===== src/rtl/btn_step_ctrl.sv =====
// btn_step_ctrl: synchronises and debounces up/down buttons into one-cycle step pulses plus count direction.
// Latency: a press stable from cycle 0 pulses at cycle DEBOUNCE_CYCLES+3; optional hold-to-repeat via AUTO_REPEAT_EN.
// Backpressure: none; en is a fire-and-forget pulse and Up_Down_en holds between pulses.
module btn_step_ctrl #(
    parameter int DEBOUNCE_CYCLES = 1000000,
    parameter int REPEAT_DELAY    = 50000000,
    parameter int REPEAT_PERIOD   = 20000000
) (
    input  logic clk,
    input  logic rst,
    input  logic btn_up,
    input  logic btn_down,
    output logic en,
    output logic Up_Down_en
);
    localparam int DB_W = $clog2(DEBOUNCE_CYCLES + 1);
    localparam logic [DB_W-1:0] DB_LAST = DB_W'(DEBOUNCE_CYCLES - 1);

    typedef enum logic [1:0] {IDLE, DELAY, REPEAT, WAIT_RELEASE} state_t;

    if (DEBOUNCE_CYCLES < 1 || REPEAT_DELAY < 1 || REPEAT_PERIOD < 1) begin : g_param_check
        $error("btn_step_ctrl: timing parameters must be at least 1");
    end

    // Bit 0 is the up button, bit 1 the down button throughout.
    logic [1:0]            w_raw;
    logic [1:0]            r_sync1;
    logic [1:0]            r_sync2;
    logic [1:0]            r_deb;
    logic [1:0]            r_rise;
    logic [1:0][DB_W-1:0]  r_db_cnt;

    state_t r_state;
    state_t w_state_nxt;
    logic   r_en;
    logic   w_en_nxt;
    logic   r_dir;
    logic   w_dir_nxt;

    assign w_raw      = {btn_down, btn_up};
    assign en         = r_en;
    assign Up_Down_en = r_dir;

    always_ff @(posedge clk or negedge rst) begin
        if (!rst) begin
            r_sync1  <= '0;
            r_sync2  <= '0;
            r_deb    <= '0;
            r_rise   <= '0;
            r_db_cnt <= '0;
        end else begin
            r_sync1 <= w_raw;
            r_sync2 <= r_sync1;
            for (int i = 0; i < 2; i++) begin
                r_rise[i] <= 1'b0;
                if (r_sync2[i] == r_deb[i]) begin
                    r_db_cnt[i] <= '0;
                end else if (r_db_cnt[i] == DB_LAST) begin
                    r_db_cnt[i] <= '0;
                    r_deb[i]    <= r_sync2[i];
                    r_rise[i]   <= r_sync2[i];
                end else begin
                    r_db_cnt[i] <= r_db_cnt[i] + 1'b1;
                end
            end
        end
    end

`ifdef AUTO_REPEAT_EN
    localparam int TM_MAX = (REPEAT_DELAY > REPEAT_PERIOD) ? REPEAT_DELAY : REPEAT_PERIOD;
    localparam int TM_W   = $clog2(TM_MAX + 1);
    localparam logic [TM_W-1:0] DLY_LAST = TM_W'(REPEAT_DELAY - 1);
    localparam logic [TM_W-1:0] PER_LAST = TM_W'(REPEAT_PERIOD - 1);

    logic [TM_W-1:0] r_tmr;
    logic            w_tmr_done;
    logic            w_act_held;
    logic            w_oth_held;

    assign w_tmr_done = (r_state == DELAY) ? (r_tmr == DLY_LAST) : (r_tmr == PER_LAST);
    assign w_act_held = r_dir ? r_deb[0] : r_deb[1];
    assign w_oth_held = r_dir ? r_deb[1] : r_deb[0];

    // Reloads on every pulse and holds once expired, so it can never wrap into a stray pulse.
    always_ff @(posedge clk or negedge rst) begin
        if (!rst) begin
            r_tmr <= '0;
        end else if (w_en_nxt || (r_state != DELAY && r_state != REPEAT)) begin
            r_tmr <= '0;
        end else if (!w_tmr_done) begin
            r_tmr <= r_tmr + 1'b1;
        end
    end
`endif

    always_comb begin
        w_state_nxt = r_state;
        w_en_nxt    = 1'b0;
        w_dir_nxt   = r_dir;
        case (r_state)
            IDLE: begin
                if (&r_deb) begin
                    w_state_nxt = WAIT_RELEASE;
                end else if (r_rise[0] || r_rise[1]) begin
                    w_en_nxt  = 1'b1;
                    w_dir_nxt = r_rise[0];
`ifdef AUTO_REPEAT_EN
                    w_state_nxt = DELAY;
`else
                    w_state_nxt = WAIT_RELEASE;
`endif
                end
            end
`ifdef AUTO_REPEAT_EN
            DELAY, REPEAT: begin
                // The other button wins over a release or an expiring timer on the same cycle.
                if (w_oth_held) begin
                    w_state_nxt = WAIT_RELEASE;
                end else if (!w_act_held) begin
                    w_state_nxt = IDLE;
                end else if (w_tmr_done && !r_en) begin
                    w_en_nxt    = 1'b1;
                    w_state_nxt = REPEAT;
                end
            end
`endif
            WAIT_RELEASE: begin
                if (r_deb == 2'b00) begin
                    w_state_nxt = IDLE;
                end
            end
            default: w_state_nxt = IDLE;
        endcase
    end

    always_ff @(posedge clk or negedge rst) begin
        if (!rst) begin
            r_state <= IDLE;
            r_en    <= 1'b0;
            r_dir   <= 1'b1;
        end else begin
            r_state <= w_state_nxt;
            r_en    <= w_en_nxt;
            r_dir   <= w_dir_nxt;
        end
    end

endmodule


===== config.mk =====
export PLATFORM = sky130hd
export DESIGN_NAME = btn_step_ctrl
export DESIGN_NICKNAME = d
export VERILOG_FILES = /design/src/rtl/btn_step_ctrl.sv
export SDC_FILE = /design/constraint.sdc
export NUM_CORES = 1
export LEC_CHECK = 0
export BUFFER_PORTS_ARGS = -buffer_cell sky130_fd_sc_hd__buf_2
export CORE_AREA = 3 3 65 67
export CTS_CLUSTER_DIAMETER = 80
export DETAILED_ROUTE_END_ITERATION = 6
export DIE_AREA = 0 0 68 70
export GPL_ROUTABILITY_DRIVEN = 0
export PLACE_DENSITY = 0.85
export REMOVE_ABC_BUFFERS = 1
export SETUP_SLACK_MARGIN = 0.4
export SYNTH_ARGS = -nofsm -noshare
export SYNTH_HDL_FRONTEND = slang
export SYNTH_SLANG_ARGS = --single-unit

===== constraint.sdc =====
create_clock -name clk -period 4.29 [get_ports clk]
set_input_delay 0.429 -clock clk [delete_from_list [all_inputs] [get_ports clk]]
set_output_delay 0.429 -clock clk [all_outputs]
set_load 0.02 [all_outputs]

# After elaboration in Yosys (flattened, before gate mapping)
# Cells that the tools add are included.
dict set report totals {
  register_bits 52
  elab_cells 45
  output_inout_bits 2
  input_bits 4
}
dict set report classes {
  n_reduce_logical 8
  n_eq_ne 7
  mux 15
  addsub 2
  bitwise 3
}
# op n
set op_table {}
lappend op_table {{$mux 20} 4}
lappend op_table {{$add 20x1->20 const B} 2}
lappend op_table {{$eq 20x20->1 const B} 2}
lappend op_table {{$reduce_and 2->1} 4}
lappend op_table {{$mux 1} 7}
lappend op_table {{$mux 2} 3}
lappend op_table {{$logic_not 2->1} 2}
lappend op_table {{$pmux 2 s2} 1}
lappend op_table {{$ne 3x3->1 const B} 1}
lappend op_table {{$not 1->1} 3}
lappend op_table {{$reduce_and 3->1} 1}
lappend op_table {{$eq 1x1->1} 2}
lappend op_table {{$eq 2x2->1 const B} 1}
lappend op_table {{$ne 2x2->1 const B} 1}
lappend op_table {{$logic_or 1x1->1} 1}

# Longest topological paths before layout
# Gate-level depths: netlist (run 1).
dict set report logic_depth {
  depth_word 4
  mapped_depth 6
  ltp_nobuf 5
}

# Worst setup path before layout (run 1)
# No wires, ideal clock.
dict set report synth_timing {
  path_kind {register to register}
  startpoint {register r_db_cnt[0] (netlist name)}
  endpoint {register r_db_cnt[18] (netlist name)}
  setup_ps 78
  t_required_ps 4212
  path_stages_with_launch 7
  setup_slack_ps 2312
  period_less_slack_ps 1978
  path_buffers 1
  t_arrival_ps 1900
  path_cell_list {dfrtp_1 ha_1 nand2_1 or4_1 buf_2 or4_1 a21oi_1}
}
dict set report synth_via {
  elab_chain_cells 3
  word_cells_on_any_way 4
  classes_between {add/sub: 1; eq/ne: 1; mux: 2}
}
# element line_no
set synth_rtl {}
lappend synth_rtl {{start: declaration} 31} ;# logic [1:0][DB_W-1:0] r_db_cnt;
lappend synth_rtl {{start signal: indexed assignment} 63} ;# r_db_cnt[i] <= r_db_cnt[i] + 1'b1;
lappend synth_rtl {{$add 20x1->20 or $eq 20x20->1 (tied branches)} {63, 58}}
lappend synth_rtl {{$mux 20 *} 58} ;# end else if (r_db_cnt[i] == DB_LAST) begin
lappend synth_rtl {{$mux 20 *} 56} ;# if (r_sync2[i] == r_deb[i]) begin
# Mark *: on every way between the ends. The rest lies on a longest branch, timed or not.
# A chain may end at the register's enable or synchronous reset.

# Worst setup path in the final report (run 1)
# Same ends and word-level chain as after synthesis.

==> flow_summary.toml, run 1 <==
[cts]
clock_latency_ns = 0.31
root_buffer = "clkbuf_8"
cts_tree = "done"
cts_hold_buffers = 0
cts_buffers = 5
htree_levels = 2
post_cts_buffers = 0
clock_tree.buffer_depth = 2
clock_sinks = 51
path_clk_slew_ns = 0.09
cts_resized = 0

[grt]
grt_max_degree = 52
grt_pass1_vias = 1644
grt_pass1_wl_mm = 7.28
grt_overflow_total = 0
grt_usage_pct = 20.1
antenna_found_initial = 0

[final_layout]
instances_no_fill = 289
finalInstanceArea_mm2 = 0.00255
area_growth_pct = 6.82
drive_above_1_share_pct = 9.13
postLayoutCoreUtil_pct = 69.0
antenna_cells = 0
num-nets-final = 246
fillerInstances = 291

[floorplanning]
fp.dieW_um = 68
io_pins = 6
dieArea_mm2 = 0.00476
core_mm2 = 0.00369
initial_utilization_pct = 64.6
rows = 22
fp.dieH_um = 70

[timing]
setup_viol = 0
worst_slew_pin_slew_ns = 1.10
max-slew-margin-rel_pct = 26.5
fin_skew_ns = 0.00894
finalCritPeriodShare_pct = 48.6
finalCriticalPeriod_ns = 2.09
final-max-slew-violation-count = 0
fin_tns_setup_ns = 0
rsz0062_at_grt = "no"
max_freq_mhz = 479
finalHoldViolCount = 0

[routing]
finalWirelength_mm = 4.30
highest_layer = "met4"
drc = 0
detail_route.wl_per_cell_um = 14.9
met1_length_mm = 1.95
vias = 1716
firstDrtPassIters = 4
ant_nets = 0
wl_met3_um = 148
drt_iter0_drc = 139
via_per_inst = 5.94
dr_wl_met2_mm = 2.13

[worst_hold_path]
hold_class = "in2reg"

[worst_setup_path]
slowest_stage = "or4_1"
slowest_delay_ns = 0.63
cpMostUsedCell = "or4_1"
worstPathArrival_ns = 2.33
cp-start-kind = "flip-flop"
worstSetupPathType = "reg2reg"
path_max_fanout = 7
end_kind = "flip-flop"
required_ns = 4.53
cp_cell_sequence = "ha_1, nand2_1, or4_1, or4_1, a21oi_1"
cp_num_buf_inv = 0
rrSetupSlack_ns = 2.20
cp_top_family = "simple AND/OR/NAND/NOR gates"

[job]
maxCapViolCount = 0

[synth]
synthTopCellsByArea = "dfrtp_1, xnor2_1, xor2_1"
ys_seq_elements = 51
synth_top_area_share_pct = 52.5
synth_area_mm2 = 0.00238
ys.flop_type = "dfrtp_1"
async_flop_share_pct = 100
synth_cells = 234
synth.avg_cell_area_um2 = 10.2
synth_cell_type_count = 36
yosysTopAreaCell = "dfrtp_1"
ys_seq_area_share_pct = 53.6
yosys_warnings = 0
synth_edf_count = 0

[placement]
portBuffers = 5
dp.final_hpwl_mm = 2.93
place_area_mm2 = 0.00245
placedCellCount = 281

[run_status]
outcome = "finished, final reports clean"

[power]
p_leak_nw = 1.02
ir_worst_vdd_mv = 0.166
power_uw = 814
p_per_area_mw_per_mm2 = 320
==> cells in the final DEF (no fill, tap or decap), drive strengths merged, types with 3 or more instances in the layout <==
cell     n
a21oi   15
and3     3
and4     4
buf      6
clkbuf   6
dfrtp   50
inv      7
nand2   14
nand3   13
nand4    9
nor2    30
nor3     6
nor4     4
o21ai    6
o31ai    7
or3      8
or4      7
xnor2   13
xor2    13
==> registers in the layout, indices dropped and copies added, names as in the netlist <==
| register | count |
|---|---|
| r_sync2 | 2 |
| r_rise | 2 |
| Up_Down_en | 1 |
| r_db_cnt | 40 |
| en | 1 |
| r_deb | 2 |
| r_state | 1 |
| r_sync1 | 2 |
==> cells in the mapped netlist, drive strengths merged, types with 7 or more instances <==
| cell | number |
|---|---|
| dfrtp | 50 |
| nor2 | 30 |
| a21oi | 15 |
| nand2 | 14 |
| nand3 | 13 |
| xnor2 | 13 |
| xor2 | 13 |
| nand4 | 9 |
| or3 | 8 |
| inv | 7 |
| o31ai | 7 |
| or4 | 7 |
==> report_power, final <==
group	total, mW	internal [mW]	switching, mW
clock	0.294	0.132	0.163
combinational	0.0264	0.00739	0.0190
sequential	0.493	0.487	0.00626
==> through the flow <==
step	setup WS, ns	hold WS, ns
6_report	2.20	0.215
5_1_grt	2.00	0.204
4_1_cts	2.20	0.214
3_5_place_dp	2.22	0.359
3_3_place_gp	2.26	0.333
2_1_floorplan	2.33	0.133
==> area by class of cell <==
type	instances	area (um2)	share of cell area, %
Clock buffer	6	82.6	3.24
Clock inverter	2	16.3	0.639
Inverter	7	26.3	1.03
Multi-Input combinational cell	169	1050	41.3
Sequential cell	51	1280	50.2
Tap cell	48	60.1	2.36
Timing Repair Buffer	6	32.5	1.28
==> cells by family (layout without fill, tap and decap cells) <==
group | after synthesis | after routing | share of synthesized area [%]
XOR/XNOR | 26 | 26 | 9.55
buffers and inverters | 14 | 21 | 2.31
flip-flops | 51 | 51 | 53.6
adder cells (fa/ha/maj) | 2 | 2 | 1.05
AND/OR/NAND/NOR | 108 | 108 | 24.7
AO/OA/AOI/OAI | 31 | 31 | 7.87
multiplexers | 2 | 2 | 0.945
==> layer usage <==
metal | track usage [%] | up-vias
li1 | - | 841
met1 | 26.3 | 841
met2 | 31.9 | 27
met3 | 4.82 | 7
met4 | 7.28 | 0
met5 | 0 | -
==> worst paths after layout <==
| path | depth (start not counted) | end | startpoint |
|---|---|---|---|
| max | 5 | r_db_cnt[18]$_DFF_PN0_ | r_db_cnt[0]$_DFF_PN0_ |
| min in group asynchronous | 1 | r_db_cnt[16]$_DFF_PN0_ | rst |
| min | 1 | r_sync1[0]$_DFF_PN0_ | btn_up |
| max in group asynchronous | 1 | r_db_cnt[10]$_DFF_PN0_ | rst |
| min reg2reg | 0 | r_sync2[1]$_DFF_PN0_ | r_sync1[1]$_DFF_PN0_ |
| max reg2reg | 5 | r_db_cnt[18]$_DFF_PN0_ | r_db_cnt[0]$_DFF_PN0_ |
==> worst reg2reg max path, cell delays in order, from the launching register on <==
cell,delay (ns)
dfrtp_1,0.41
ha_1,0.22
nand2_1,0.11
or4_1,0.63
or4_1,0.50
a21oi_1,0.15
Note: power is estimated with default switching activity, not from simulation.
==> run 2, diff against run 1 <==
- CORE_AREA: 3 3 65 67 -> 3 3 70 72
- DIE_AREA: 0 0 68 70 -> 0 0 73 75
- PLACE_DENSITY: 0.85 -> 0.78
- clock period: 4.29 -> 1.8 ns (I/O delays scaled with it)
==> run 2 against run 1 <==
The run now ends with setup timing left. Clock power increased by 140%. Register-to-register slack worse by 2.3 ns. Sequential cell count did not move. Hold slack better by 0.081 ns. Sequential share of layout area fell by 12 points. Fmax grew 8.3%. Worst setup slack worse by 2.3 ns. Critical path type unchanged. Largest cell class is now multi-input gates.
==> flow_summary.toml, run 2 (same netlist as run 1, synthesis figures left out) <==
[floorplanning]
io_pins = 6
rows = 24
fp.dieH_um = 75
dieArea_mm2 = 0.00548
core_mm2 = 0.00435
initial_utilization_pct = 54.7
fp.dieW_um = 73

[worst_setup_path]
worstPathArrival_ns = 2.16
r2r_end = "r_db_cnt[17]$_DFF_PN0_"
rrSetupSlack_ns = -0.13
cp-start-kind = "flip-flop"
r2r-start = "r_db_cnt[6]$_DFF_PN0_"
r2r_cells = 4
crit_start = "r_db_cnt[6]$_DFF_PN0_"
path_max_fanout = 4
end_kind = "flip-flop"
crit_end = "r_db_cnt[17]$_DFF_PN0_"
worstSetupPathType = "reg2reg"
required_ns = 2.03

[cts]
htree_levels = 2
clock_tree.buffer_depth = 2
clock_latency_ns = 0.31
clock_sinks = 51
cts_buffers = 5
root_buffer = "clkbuf_8"
cts_tree = "done"
path_clk_slew_ns = 0.10

[timing]
fin_skew_ns = 0.0139
finalCritPeriodShare_pct = 107
max-slew-margin-rel_pct = 75.7
rsz0062_at_grt = "yes"
final-max-slew-violation-count = 0
setup_slack_ns = -0.125
max_freq_mhz = 519
worst_slew_pin_slew_ns = 0.364
finalHoldViolCount = 0
setup_viol = 3
finalCriticalPeriod_ns = 1.93

[final_layout]
area_growth_pct = 40.3
layout.area.seq_mm2 = 0.00128
layout_common_cells = "dfrtp_1, buf_4, nor2_4, nor2_1"
final_common_cell = "dfrtp_1"
regMostFlops = "r_db_cnt"
drive_above_1_share_pct = 40.7
largest_reg_flops = 40
num-nets-final = 302
multi_input_area_mm2 = 0.00135
antenna_cells = 0
fillerInstances = 239
instances_no_fill = 349

[worst_hold_path]
hold_class = "in2async"

[routing]
drc = 0
firstDrtPassIters = 4
finalWirelength_mm = 6.94
drt_iter0_drc = 244
vias = 2220
detail_route.wl_per_cell_um = 19.9
via_per_inst = 6.36
ant_nets = 0

[grt]
grt_pass1_vias = 2065
grt_usage_pct = 23.4
grt_overflow_total = 0
antenna_found_initial = 0
grt_pass1_wl_mm = 9.90
grt_max_degree = 24

[placement]
pre_cts_ws_ns = -0.0873
placedCellCount = 310
portBuffers = 5
dp.final_hpwl_mm = 3.27

[power]
ir_worst_vdd_mv = 0.403
power_mw = 2.03
p_leak_nw = 1.36
p_per_area_mw_per_mm2 = 608

[run_status]
violations = "setup timing"
outcome = "finished with violations"

[job]
maxCapViolCount = 0
## run 2: changes by cell type in the layout (fill, tap and decap cells not counted), sizes merged
cell,change
clkbuf,+1
clkinvlp,-1
buf,+53
dlygate4sd3,+3
## run 2: worst max-delay path: stages, from the launching register on
cell and delay, ns:
dfrtp_1 0.39, nand4_1 0.17, or4_4 0.58, or4b_1 0.50, a21oi_1 0.21
## run 2: through the flow
stage	area [um2]	setup TNS, ns	hold slack [ns]	utilization (%)
3_3_place_gp	2650	-0.0318	0.101	60.9
3_5_place_dp	2650	-0.267	0.106	60.9
4_1_cts	3160	0	0.301	72.5
5_1_grt	3340	-2.02	0.338	76.8
2_1_floorplan	2350	-1.04	-0.116	-
6_report	3340	-0.171	0.297	76.8
## run 2: worst min path at each step
stage                                 endpoint  cells after the start  slack (ns)
after floorplan                   en$_DFF_PN0_                      0       -0.12
after global placement    r_deb[0]$_DFFE_PN0P_                      1        0.10
after detailed placement  r_deb[0]$_DFFE_PN0P_                      1        0.11
after CTS                 r_deb[0]$_DFFE_PN0P_                      2        0.30
after global routing      r_deb[0]$_DFFE_PN0P_                      2        0.34
final                     r_deb[0]$_DFFE_PN0P_                      2        0.30
## run 2: metal layers
| metal | GRT usage, % | vias up | wire length, um |
|---|---|---|---|
| li1 | - | 956 | - |
| met1 | 31.2 | 1145 | 2960 |
| met2 | 38.9 | 99 | 3440 |
| met3 | 4.54 | 20 | 363 |
| met4 | 6.97 | 0 | 178 |
| met5 | 0 | - | 0 |
## run 2: layout make-up
type                            instances  area share (%)
Multi-Input combinational cell        169            40.3
Tap cell                               52            1.95
Sequential cell                        51            38.2
Timing Repair Buffer                   62            16.0
Clock buffer                            7            2.58
Clock inverter                          1           0.150
Inverter                                7           0.786
## run 2: repair_timing
item / in CTS / in global routing
buffers inserted: 23 / 3
pin swaps: 37 / 12
gates cloned: 2 / 0
resized for setup: 47 / 40
hold buffers: 3 / 0
endpoints found under the hold margin: 16 / 0
setup endpoints to repair: 44 / 44
## run 2: power by group
group          total (mW)  switching [mW]  internal, mW
combinational       0.160          0.0831        0.0771
sequential           1.18          0.0162          1.16
clock               0.695           0.384         0.311
total                2.03           0.483          1.55
